$ cat src/rtl/dual_port_ram_ctrl.sv
// Two-client arbiter in front of a dual-port RAM: accepts requests, issues registered
// RAM controls one cycle later, and returns a one-cycle response strobe two cycles after accept.
module dual_port_ram_ctrl #(
  parameter int ADDR_W = 4,
  parameter int DATA_W = 8
) (
  input  logic              clk,
  input  logic              rst,
  input  logic              a_valid,
  output logic              a_ready,
  input  logic              a_we,
  input  logic [ADDR_W-1:0] a_addr,
  input  logic [DATA_W-1:0] a_wdata,
  output logic              a_rsp_valid,
  output logic [DATA_W-1:0] a_rdata,
  input  logic              b_valid,
  output logic              b_ready,
  input  logic              b_we,
  input  logic [ADDR_W-1:0] b_addr,
  input  logic [DATA_W-1:0] b_wdata,
  output logic              b_rsp_valid,
  output logic [DATA_W-1:0] b_rdata,
  output logic              ram_wr_en,
  output logic              ram_port_en_0,
  output logic              ram_port_en_1,
  output logic [ADDR_W-1:0] ram_addr_0,
  output logic [ADDR_W-1:0] ram_addr_1,
  output logic [DATA_W-1:0] ram_data_in,
  input  logic [DATA_W-1:0] ram_data_out_0,
  input  logic [DATA_W-1:0] ram_data_out_1,
  output logic [7:0]        conflict_cnt
);

  logic              conflict, grant_a, grant_b, same_rd;

  logic              wr_en_q, wr_en_d;
  logic              port_en_0_q, port_en_0_d;
  logic              port_en_1_q, port_en_1_d;
  logic [ADDR_W-1:0] addr_0_q, addr_0_d;
  logic [ADDR_W-1:0] addr_1_q, addr_1_d;
  logic [DATA_W-1:0] data_in_q, data_in_d;

  logic              iss_a_q, iss_a_d;
  logic              iss_a_we_q, iss_a_we_d;
  logic              iss_b_q, iss_b_d;
  logic              iss_b_we_q, iss_b_we_d;
  logic              iss_b_p0_q, iss_b_p0_d;

  logic              a_rsp_q, a_rsp_d;
  logic              b_rsp_q, b_rsp_d;
  logic [DATA_W-1:0] a_rdata_q, a_rdata_d;
  logic [DATA_W-1:0] b_rdata_q, b_rdata_d;

  logic              rr_q, rr_d;
  logic [7:0]        cnt_q, cnt_d;

  always_comb begin
    conflict = a_valid & b_valid & (a_we | b_we);
    // rr_q = 0 favours A, 1 favours B; only consulted on a conflict
    grant_a  = a_valid & (~conflict | ~rr_q);
    grant_b  = b_valid & (~conflict | rr_q);
    // Both grants without a conflict means both are reads
    same_rd  = grant_a & grant_b & (a_addr == b_addr);
    a_ready  = ~rst & grant_a;
    b_ready  = ~rst & grant_b;
  end

  always_comb begin
    wr_en_d     = (grant_a & a_we) | (grant_b & b_we);
    port_en_0_d = grant_a;
    port_en_1_d = grant_b & ~same_rd;
    addr_0_d    = grant_a ? a_addr : addr_0_q;
    addr_1_d    = port_en_1_d ? b_addr : addr_1_q;
    data_in_d   = data_in_q;
    if (grant_a && a_we)
      data_in_d = a_wdata;
    else if (grant_b && b_we)
      data_in_d = b_wdata;

    iss_a_d    = grant_a;
    iss_a_we_d = a_we;
    iss_b_d    = grant_b;
    iss_b_we_d = b_we;
    iss_b_p0_d = same_rd;

    // Read data is taken only from a port enabled in the issue cycle
    a_rsp_d   = iss_a_q;
    a_rdata_d = '0;
    if (iss_a_q && !iss_a_we_q && port_en_0_q)
      a_rdata_d = ram_data_out_0;

    b_rsp_d   = iss_b_q;
    b_rdata_d = '0;
    if (iss_b_q && !iss_b_we_q) begin
      if (iss_b_p0_q && port_en_0_q)
        b_rdata_d = ram_data_out_0;
      else if (!iss_b_p0_q && port_en_1_q)
        b_rdata_d = ram_data_out_1;
    end

    rr_d  = conflict ? ~rr_q : rr_q;
    cnt_d = cnt_q;
    if (conflict && cnt_q != 8'd255)
      cnt_d = cnt_q + 8'd1;
  end

  always_ff @(posedge clk) begin
    if (rst) begin
      wr_en_q     <= 1'b0;
      port_en_0_q <= 1'b0;
      port_en_1_q <= 1'b0;
      addr_0_q    <= '0;
      addr_1_q    <= '0;
      data_in_q   <= '0;
      iss_a_q     <= 1'b0;
      iss_a_we_q  <= 1'b0;
      iss_b_q     <= 1'b0;
      iss_b_we_q  <= 1'b0;
      iss_b_p0_q  <= 1'b0;
      a_rsp_q     <= 1'b0;
      b_rsp_q     <= 1'b0;
      a_rdata_q   <= '0;
      b_rdata_q   <= '0;
      rr_q        <= 1'b0;
      cnt_q       <= '0;
    end else begin
      wr_en_q     <= wr_en_d;
      port_en_0_q <= port_en_0_d;
      port_en_1_q <= port_en_1_d;
      addr_0_q    <= addr_0_d;
      addr_1_q    <= addr_1_d;
      data_in_q   <= data_in_d;
      iss_a_q     <= iss_a_d;
      iss_a_we_q  <= iss_a_we_d;
      iss_b_q     <= iss_b_d;
      iss_b_we_q  <= iss_b_we_d;
      iss_b_p0_q  <= iss_b_p0_d;
      a_rsp_q     <= a_rsp_d;
      b_rsp_q     <= b_rsp_d;
      a_rdata_q   <= a_rdata_d;
      b_rdata_q   <= b_rdata_d;
      rr_q        <= rr_d;
      cnt_q       <= cnt_d;
    end
  end

  assign ram_wr_en     = wr_en_q;
  assign ram_port_en_0 = port_en_0_q;
  assign ram_port_en_1 = port_en_1_q;
  assign ram_addr_0    = addr_0_q;
  assign ram_addr_1    = addr_1_q;
  assign ram_data_in   = data_in_q;
  assign a_rsp_valid   = a_rsp_q;
  assign b_rsp_valid   = b_rsp_q;
  assign a_rdata       = a_rdata_q;
  assign b_rdata       = b_rdata_q;
  assign conflict_cnt  = cnt_q;

endmodule

$ cat config.mk
export PLATFORM = sky130hd
export DESIGN_NAME = dual_port_ram_ctrl
export DESIGN_NICKNAME = d
export VERILOG_FILES = /design/src/rtl/dual_port_ram_ctrl.sv
export SDC_FILE = /design/constraint.sdc
export NUM_CORES = 1
export LEC_CHECK = 0
export BUFFER_PORTS_ARGS = -buffer_cell sky130_fd_sc_hd__buf_4
export CAP_MARGIN = 15
export CORE_UTILIZATION = 47
export DETAILED_ROUTE_END_ITERATION = 6
export GPL_ROUTABILITY_DRIVEN = 0
export PLACE_DENSITY = 0.87
export REMOVE_ABC_BUFFERS = 1
export SLEW_MARGIN = 20
export SYNTH_ARGS = -nofsm -noshare
export SYNTH_HDL_FRONTEND = slang
export SYNTH_SLANG_ARGS = --single-unit
$ cat constraint.sdc
create_clock -name clk -period 2.94 [get_ports clk]
set_input_delay 0.147 -clock clk [delete_from_list [all_inputs] [get_ports clk]]
set_output_delay 0.147 -clock clk [all_outputs]
set_load 0.02 [all_outputs]
==> metrics <==
status=complete, no violations; # DRC=0; first-pass GRT wire length=7541 um; endpoint type of the worst setup path=primary output; RR Endpoint=ram_addr_1[3]; HP Class=in -> reg; Sinks on Clock Net=50; R2R setup slack=1.12 ns; Seq cells post-synth=50; Setup TNS=0 ns; post-synthesis sequential area ratio=0.4957; DR WL/cell=14.05 um; CTS Hold Bufs=0; DR pass1 iterations=4; Worst R2R Start=rr_q; CP Class=reg -> out; YS warnings=0; Relative slew margins=0.4907; Die W=67.55 um; PostCTS Resize Cnt=0; worst hold start=ram_data_out_0[2]; WP data required=2.79 ns; P_leak=1.237 nW; Synth area leaders=dfxtp_1, a22oi_1, nor2_1; Finished Layout Cells=352; commonest cells after routing, fill and taps aside=buf_4, dfxtp_1, nor2_1, nand2_1, nand3_1; Hold Slack=0.06105 ns; setup clock skew after layout=0.009978 ns; dpl ws=1.164 ns; largest net degree at the start of global routing=41; vias per inst=5.287; worst vdd ir=0.2581 mV; TritonCTS clock tree=done; final worst slack=1.034 ns; final net count=348; antenna cells=0; Setup Fix Bufs, Post-CTS=0; Yosys top cell by area=dfxtp_1; Syn Area/Cell=9.393 um^2; Pwr Total=1.414 mW; GRT Overall Usage=0.2201; insertion delay to the later sink of the worst-skew pair=0.30 ns; max cap viols=0; Post-Synth Adder-Cell Area=0.006196; worst r2r path cells=4; Final setup viols=0; final hold violations=0; die area=4563 um^2; Post-Synth Simple-Gate Area=0.2627; core area=4058 um^2; row count=23; Top FF cell, synth=dfxtp_1; crit path time final=1.906 ns; GRT overflow=0; Worst EP arrival=1.76 ns; vias=1861; Post-Synthesis Cells=215; clock-pin slew on the worst setup and hold paths=0.09 ns; RSZ-0062 raised after global routing=false; asr flop ratio synth=0; synthesized area=2019 um^2; share of cells above drive strength 1=0.3444; FILL cells=349; most common cell after layout, fill and taps aside=buf_4; Least-Margin Pin Slew=0.7589 ns; max frequency=524.8 MHz; Unique masters post-synth=38; vias in the first global route=1665; hold path depth=2; Initial Util=0.4977; clock root buffer=clkbuf_8; clk buf depth=2; post-detail-place hpwl=3718 um; hold endpoint=a_rdata[2]; maximum fanout along the worst path=12; Top Ports=93; largest family of logic cells by synthesized area=simple AND/OR/NAND/NOR gates; Max Slew Vio Count=0; Compound-Gate Fraction of Synth Area=0.1611; H-tree depth=2; Tcrit/Tclk final=0.6481; CP Launch Type=flip-flop; CTS buffer count=5; final WL=4945 um; Post-DRT Antenna Nets=0; port bufs=92; PwrDens=500.5 nW/um^2; Placed Cells=344; initial antenna violation count=0; area delta synth->final=39.90%; mux cell area share after synthesis=0.004957; Die Y=67.55 um; Synth top area share=0.4957; Post-synth EDFFs=0; first-iteration detailed-routing DRC count=120; post-synthesis xor/xnor area fraction=0.03903
how the worst max path moves through the flow:
stage / endpoint / start / depth (start not counted)
2_1_floorplan: conflict_cnt[7] / conflict_cnt[0] / 5
3_3_place_gp: ram_addr_1[0] / rr_q / 4
3_5_place_dp: ram_addr_1[3] / rr_q / 4
4_1_cts: b_ready / rr_q / 4
5_1_grt: b_ready / rr_q / 4
6_report: b_ready / rr_q / 4
power breakdown:
group | switching, mW | internal [mW] | total (mW)
combinational | 0.120 | 0.108 | 0.228
sequential | 0.0165 | 0.706 | 0.722
clock | 0.209 | 0.255 | 0.464
layer usage:
layer / vias to the layer above / share of wire / track usage
met4: 0 / 0.0089 / 0.06915
li1: 935 / - / -
met1: 864 / 0.43 / 0.2612
met3: 5 / 0.050 / 0.04899
met5: - / 0 / 0
met2: 57 / 0.51 / 0.3886
cells by family after synthesis:
| logic type | count (synthesis) |
|---|---|
| simple gates | 96 |
| compound gates | 43 |
| fa+ha+maj | 1 |
| mux | 1 |
| buf+inv | 15 |
| flops | 50 |
| xor+xnor | 9 |
worst max-delay path, cell delays in order (launching register included):
cell      delay, ns
dfxtp_1        0.36
nand2b_1       0.21
o21ai_1        0.62
nor2_1         0.09
buf_4          0.19
cells in the mapped netlist (all sizes together), types with 2 or more instances:
cell type,n
a22oi,12
a32o,4
xnor2,4
nor3b,5
nand2,16
and3,3
nor4,3
buf,6
a311oi,5
dfxtp,50
a211oi,2
nor2b,10
xor2,5
nor2,24
inv,2
a21oi,11
nand2b,2
nor4bb,4
clkbuf,7
o211ai,2
nand3,13
or3,4
and2,9
flip-flops by register name, summed over array words and instances (netlist names), 4 cells and up:
| signal | flops |
|---|---|
| conflict_cnt | 8 |
| a_rdata | 8 |
| ram_addr_1 | 4 |
| ram_data_in | 8 |
| ram_addr_0 | 4 |
| b_rdata | 8 |
metrics by stage:
stage / instance area (um^2) / utilization
2_1_floorplan: 1966 / -
3_3_place_gp: 2719 / 0.6701
6_report: 2825 / 0.6963
4_1_cts: 2825 / 0.6963
3_5_place_dp: 2719 / 0.6701
5_1_grt: 2825 / 0.6963
layout make-up:
| class | instances | area (um^2) | share of cell area |
|---|---|---|---|
| Sequential cell | 50 | 1001 | 0.3543 |
| Multi-Input combinational cell | 150 | 957.2 | 0.3388 |
| Timing Repair Buffer | 92 | 690.7 | 0.2445 |
| Clock buffer | 7 | 76.32 | 0.02702 |
| Tap cell | 50 | 62.56 | 0.02214 |
| Clock inverter | 1 | 30.03 | 0.01063 |
| Inverter | 2 | 7.507 | 0.002657 |
Power figures use the tool's default switching activity.
